### config.mk
export PLATFORM = sky130hd
export DESIGN_NAME = hazard_ctrl
export DESIGN_NICKNAME = d
export VERILOG_FILES = /design/src/rtl/hazard_ctrl.sv
export SDC_FILE = /design/constraint.sdc
export NUM_CORES = 1
export LEC_CHECK = 0
export ABC_AREA = 0
export CAP_MARGIN = 20
export CORE_MARGIN = 2
export CORE_UTILIZATION = 35
export DETAILED_ROUTE_END_ITERATION = 10
export GPL_ROUTABILITY_DRIVEN = 0
export PLACE_DENSITY_LB_ADDON = 0.12
export SLEW_MARGIN = 40
export SYNTH_ARGS = -nofsm -noshare
export SYNTH_HDL_FRONTEND = slang
export SYNTH_SLANG_ARGS = --single-unit
### constraint.sdc
create_clock -name clk -period 4.2 [get_ports clk]
set_clock_uncertainty 0.2 [all_clocks]
set_input_delay 1.05 -clock clk [delete_from_list [all_inputs] [get_ports clk]]
set_output_delay 1.05 -clock clk [all_outputs]
set_load 0.02 [all_outputs]
### src/rtl/hazard_ctrl.sv
// Hazard/sequencing controller for the 5-stage RV32I pipeline: stage stall/flush,
// EX forwarding selects, data-memory wait freeze with watchdog, and perf counters.
module hazard_ctrl #(
  parameter int TIMEOUT = 64,
  parameter int CNT_W   = 32
) (
  input  logic             clk,
  input  logic             reset,
  input  logic [4:0]       rs1D,
  input  logic [4:0]       rs2D,
  input  logic [4:0]       rs1E,
  input  logic [4:0]       rs2E,
  input  logic [4:0]       rdE,
  input  logic [4:0]       rdM,
  input  logic [4:0]       rdW,
  input  logic             regwriteE,
  input  logic             regwriteM,
  input  logic             regwriteW,
  input  logic             memtoregE,
  input  logic             memreqM,
  input  logic             dmem_ready,
  input  logic             pcsrcE,
  output logic             stallF,
  output logic             stallD,
  output logic             stallE,
  output logic             stallM,
  output logic             stallW,
  output logic             flushF,
  output logic             flushD,
  output logic             flushE,
  output logic             flushM,
  output logic             flushW,
  output logic [1:0]       forwardAE,
  output logic [1:0]       forwardBE,
  output logic             halted,
  output logic [CNT_W-1:0] stall_cycles,
  output logic [CNT_W-1:0] flush_count
);

  localparam int WC_W = (TIMEOUT > 1) ? $clog2(TIMEOUT) : 1;

  typedef enum logic [1:0] {RUN, MEM_WAIT, HALT} state_t;

  state_t           r_state;
  logic [WC_W-1:0]  r_wcnt;
  logic             r_halted;
  logic [CNT_W-1:0] r_stall_cnt;
  logic [CNT_W-1:0] r_flush_cnt;

  logic w_wait_now, w_lduse, w_branch, w_any_stall;

  function automatic logic [1:0] fwd_sel(input logic [4:0] rs);
    if (regwriteM && rdM != 5'd0 && rdM == rs)      return 2'b10;
    else if (regwriteW && rdW != 5'd0 && rdW == rs) return 2'b01;
    else                                            return 2'b00;
  endfunction

  assign w_wait_now = memreqM & ~dmem_ready;
  assign w_lduse    = memtoregE & regwriteE & (rdE != 5'd0) & ((rdE == rs1D) | (rdE == rs2D));

  always_comb begin
    forwardAE = 2'b00;
    forwardBE = 2'b00;
    if (!reset) begin
      forwardAE = fwd_sel(rs1E);
      forwardBE = fwd_sel(rs2E);
    end
  end

  // RUN and MEM_WAIT share outputs: both freeze on wait_now and run normally otherwise.
  always_comb begin
    {stallF, stallD, stallE, stallM, stallW} = 5'b0;
    {flushF, flushD, flushE, flushM, flushW} = 5'b0;
    w_branch = 1'b0;
    if (reset) begin
      {flushF, flushD, flushE, flushM, flushW} = 5'b11111;
    end else if (r_state == HALT) begin
      {stallF, stallD, stallE, stallM, stallW} = 5'b11111;
      flushW = 1'b1;
    end else if (w_wait_now) begin
      {stallF, stallD, stallE, stallM} = 4'b1111;
      flushW = 1'b1;
    end else if (pcsrcE) begin
      flushD   = 1'b1;
      flushE   = 1'b1;
      w_branch = 1'b1;
    end else if (w_lduse) begin
      stallF = 1'b1;
      stallD = 1'b1;
      flushE = 1'b1;
    end
  end

  assign w_any_stall = stallF | stallD | stallE | stallM | stallW;

  always_ff @(posedge clk) begin
    if (reset) begin
      r_state     <= RUN;
      r_wcnt      <= '0;
      r_halted    <= 1'b0;
      r_stall_cnt <= '0;
      r_flush_cnt <= '0;
    end else begin
      case (r_state)
        RUN, MEM_WAIT: begin
          if (w_wait_now) begin
            // r_wcnt holds the wait cycles already elapsed; this is the last allowed one.
            if (r_wcnt == WC_W'(TIMEOUT - 1)) begin
              r_state  <= HALT;
              r_halted <= 1'b1;
              r_wcnt   <= '0;
            end else begin
              r_state <= MEM_WAIT;
              r_wcnt  <= r_wcnt + 1'b1;
            end
          end else begin
            r_state <= RUN;
            r_wcnt  <= '0;
          end
        end
        HALT:    r_state <= HALT;
        default: r_state <= RUN;
      endcase
      if (w_any_stall && !(&r_stall_cnt)) r_stall_cnt <= r_stall_cnt + 1'b1;
      if (w_branch && !(&r_flush_cnt))    r_flush_cnt <= r_flush_cnt + 1'b1;
    end
  end

  assign halted       = r_halted;
  assign stall_cycles = r_stall_cnt;
  assign flush_count  = r_flush_cnt;

endmodule

==> impl_metrics.tcl <==
set metrics [dict create \
    syn_to_final_growth_pct 44.1 \
    p_clk_frac 0.466 \
    vdd_ir_drop_max_v 0.000186 \
    drc 0 \
    cts_inserted_buffers 9 \
    tns_ns 0 \
    synth_fa_ha_area_frac 0.00917 \
    finalSetupViolCount 0 \
    fp.dieArea_mm2 0.0126 \
    seqPwrFrac 0.429 \
    drt-pass1-iter-count 4 \
    hp-start "halted$_SDFFE_PP0P_" \
    synthCells 508 \
    synth_warnings 0 \
    ys_top_cells_by_area "dfxtp_1 36%, xnor2_1 7.1%, xor2_1 4.9%, nand3_1 4.8%, nor2_1 4.4%" \
    holdPathEnd "halted$_SDFFE_PP0P_" \
    clk_latency_ns 0.34 \
    io_pins 123 \
    via_per_inst 5.45 \
    grt_max_degree 54 \
    crit_start "rdE[0]" \
    p_sw_frac 0.228 \
    switchingPower_uw 373 \
    die_h_um 112 \
    num_rows 39 \
    antenna_found_initial 0 \
    grt_pass1_wl_um 19400 \
    slew_headroom 0.613 \
    p_int_mw 1.26 \
    yosysTopAreaCell "dfxtp_1" \
    p_leak_nw 2.00 \
    synth.cell_area_mm2 0.00410 \
    crit_type "input port to output port" \
    ys_seq_area_frac 0.357 \
    synthesis.nets 555 \
    worstReg2RegStart "flush_count[4]$_SDFFE_PP0P_" \
    synth-seq-cells 73 \
    synth_mux_area_frac 0.0211 \
    min_period_over_period 0.972 \
    post-cts-setup-buffers 0 \
    synth_top_area_share 0.357 \
    synth_compound_area_frac 0.124 \
    worstPathArrival_ns 2.83 \
    final_max_slew_viol_count 0 \
    place_hpwl_um 8650 \
    clkTransAtPathRegs_ns 0.05 \
    r2r_cells 6 \
    yosys.area_share.simple 0.328 \
    cts.sink_count 73 \
    whs_ns 0.257 \
    start_util 0.359 \
    r2r-end "flush_count[3]$_SDFFE_PP0P_" \
    synth_ff_type "dfxtp_1" \
    first_iter_violations 266 \
    status "finished clean" \
    power_density_mw_per_mm2 277 \
    track_usage 0.186 \
    grt.overflow.total 0 \
    ys_types 48 \
    synth_xor_area_frac 0.120 \
    synthArstFlopShare 0 \
    drive_above_1_share 0.100 \
    hold_path.class "register to register" \
    first_global_vias 4089 \
    htree_levels 3 \
    cts_hold_buf 0 \
    n_antenna_cell 0 \
    hold_viol 0 \
    max_freq_ghz 0.245 \
    synth_top_family_by_area "simple AND/OR/NAND/NOR gates" \
    dp.cells 776 \
    cts_tree "yes" \
    core-area_mm2 0.0114 \
    worst_pin_slew_ns 0.578 \
    routed-via-count 4314 \
    fin_crit_ns 4.08 \
    clockBufferDepth 2 \
    critPathRequiredTime_ns 2.95 \
    cp-start-kind "input port" \
    reg2reg_slack_ns 1.57 \
    rsz0062_at_grt "no" \
    portBuffers 122 \
    p_comb_frac 0.105 \
    avgSynthCellArea_um2 8.06 \
    clockRootBuffer "clkbuf_16" \
    nNetsFinal 691 \
    layout.cells.non_filler 792 \
    die_w_um 112 \
    synth-edff-count 0 \
    hold_depth 2 \
    maxCapViolations 0 \
    drtAntennaViolNets 0 \
    wire_per_inst_um 14.6 \
    end_kind "output port" \
    crit_fanout 3 \
    wirelength_um 11600 \
]
## registers in the layout, summed over array words and instances, names as in the netlist
signal        count
halted            1
r_state           2
r_wcnt            6
flush_count      32
stall_cycles     32
## cell usage after synthesis, types with 13 or more instances
cell,count
o31ai_1,15
nand3_1,39
nor2_1,48
a21oi_1,29
nor3_1,14
or4_1,20
dfxtp_1,73
or3_1,13
xor2_1,23
xnor2_1,33
nand2_1,36
and3_1,13
o21ai_0,19
nand4_1,20
clkbuf_1,19
## metal layers
| metal | part of all wire | GRT usage |
|---|---|---|
| met5 | 0 | 0 |
| met4 | 0.0088 | 0.0569 |
| met3 | 0.082 | 0.0718 |
| met2 | 0.45 | 0.288 |
| met1 | 0.46 | 0.241 |
## what timing repair did
action,in CTS,in global routing
setup endpoints to repair,7,1
hold endpoints to repair,0,0
resized for setup,15,2
## layout make-up
| class | count | area (um^2) |
|---|---|---|
| Clock buffer | 11 | 243 |
| Timing Repair Buffer | 153 | 1430 |
| Clock inverter | 5 | 55.1 |
| Sequential cell | 73 | 1460 |
| Inverter | 12 | 45.0 |
| Fill cell | 1119 | 5520 |
| Tap cell | 143 | 179 |
| Multi-Input combinational cell | 395 | 2480 |
## logic make-up after synthesis
group | after synthesis
AND/OR/NAND/NOR | 246
AO/OA/AOI/OAI | 82
adder cells (fa/ha/maj) | 3
multiplexers | 8
XOR/XNOR | 56
buffers and inverters | 40
flip-flops | 73
## critical path, stage by stage
cell,delay [ns]
clkdlybuf4s50_1,0.43
or3_1,0.37
o311a_1,0.35
a31oi_4,0.21
inv_1,0.09
dlygate4sd2_1,0.33
## cells in the final DEF, fill, tap and decap left out, types with 2 or more instances in the layout
cell             instances
nor2_1                  48
inv_1                   12
clkinvlp_4               2
or4_1                   20
buf_4                   31
nor3_1                  14
a21oi_1                 29
xnor2_1                 33
or2_2                    2
mux2_2                   5
clkinv_2                 2
and2_1                   2
or3_1                   13
mux2i_1                  3
nand2b_1                 3
o211ai_1                 3
nand2_1                 36
nor4_1                  12
nand4_1                 20
a31oi_1                  2
dlygate4sd2_1            5
and4_1                   7
nor2b_1                  5
nor4b_1                  5
dfxtp_1                 73
o311ai_0                 3
ha_1                     3
o21ai_0                 18
nand3_1                 39
a31o_2                   2
xor2_1                  23
and3_1                  13
clkdlybuf4s50_1        114
clkbuf_16                9
o31ai_1                 15
buf_2                    3
## metrics by stage
| step | total power [mW] | setup slack (ns) | utilization | instance area [um^2] |
|---|---|---|---|---|
| finish | 1.63 | 0.118 | 0.517 | 5900 |
| global route | 1.71 | 0.0395 | 0.517 | 5900 |
| CTS | 1.66 | 0.0178 | 0.517 | 5900 |
| detailed placement | 0.889 | -0.425 | 0.492 | 5610 |
| global placement | 0.887 | -0.375 | 0.492 | 5610 |
| floorplan | 0.789 | 0.190 | - | 4100 |
## worst max-delay path by stage
| stage | end | cells past startpoint | slack (ns) |
|---|---|---|---|
| floorplan | stallF | 7 | 0.19 |
| global placement | forwardAE[0] | 6 | -0.37 |
| detailed placement | forwardAE[0] | 6 | -0.42 |
| CTS | forwardBE[0] | 6 | 0.02 |
| global route | stallD | 6 | 0.04 |
| finish | stallD | 6 | 0.12 |
## power groups by stage
stage          registers [mW]  logic, mW  clock network [mW]
6_report                0.701      0.171               0.761
4_1_cts                 0.701      0.173               0.785
2_1_floorplan           0.718     0.0714                   0
3_5_place_dp            0.716      0.173                   0
5_1_grt                 0.701      0.187               0.820
3_3_place_gp            0.716      0.171                   0
(Power assumes the default switching activity.)
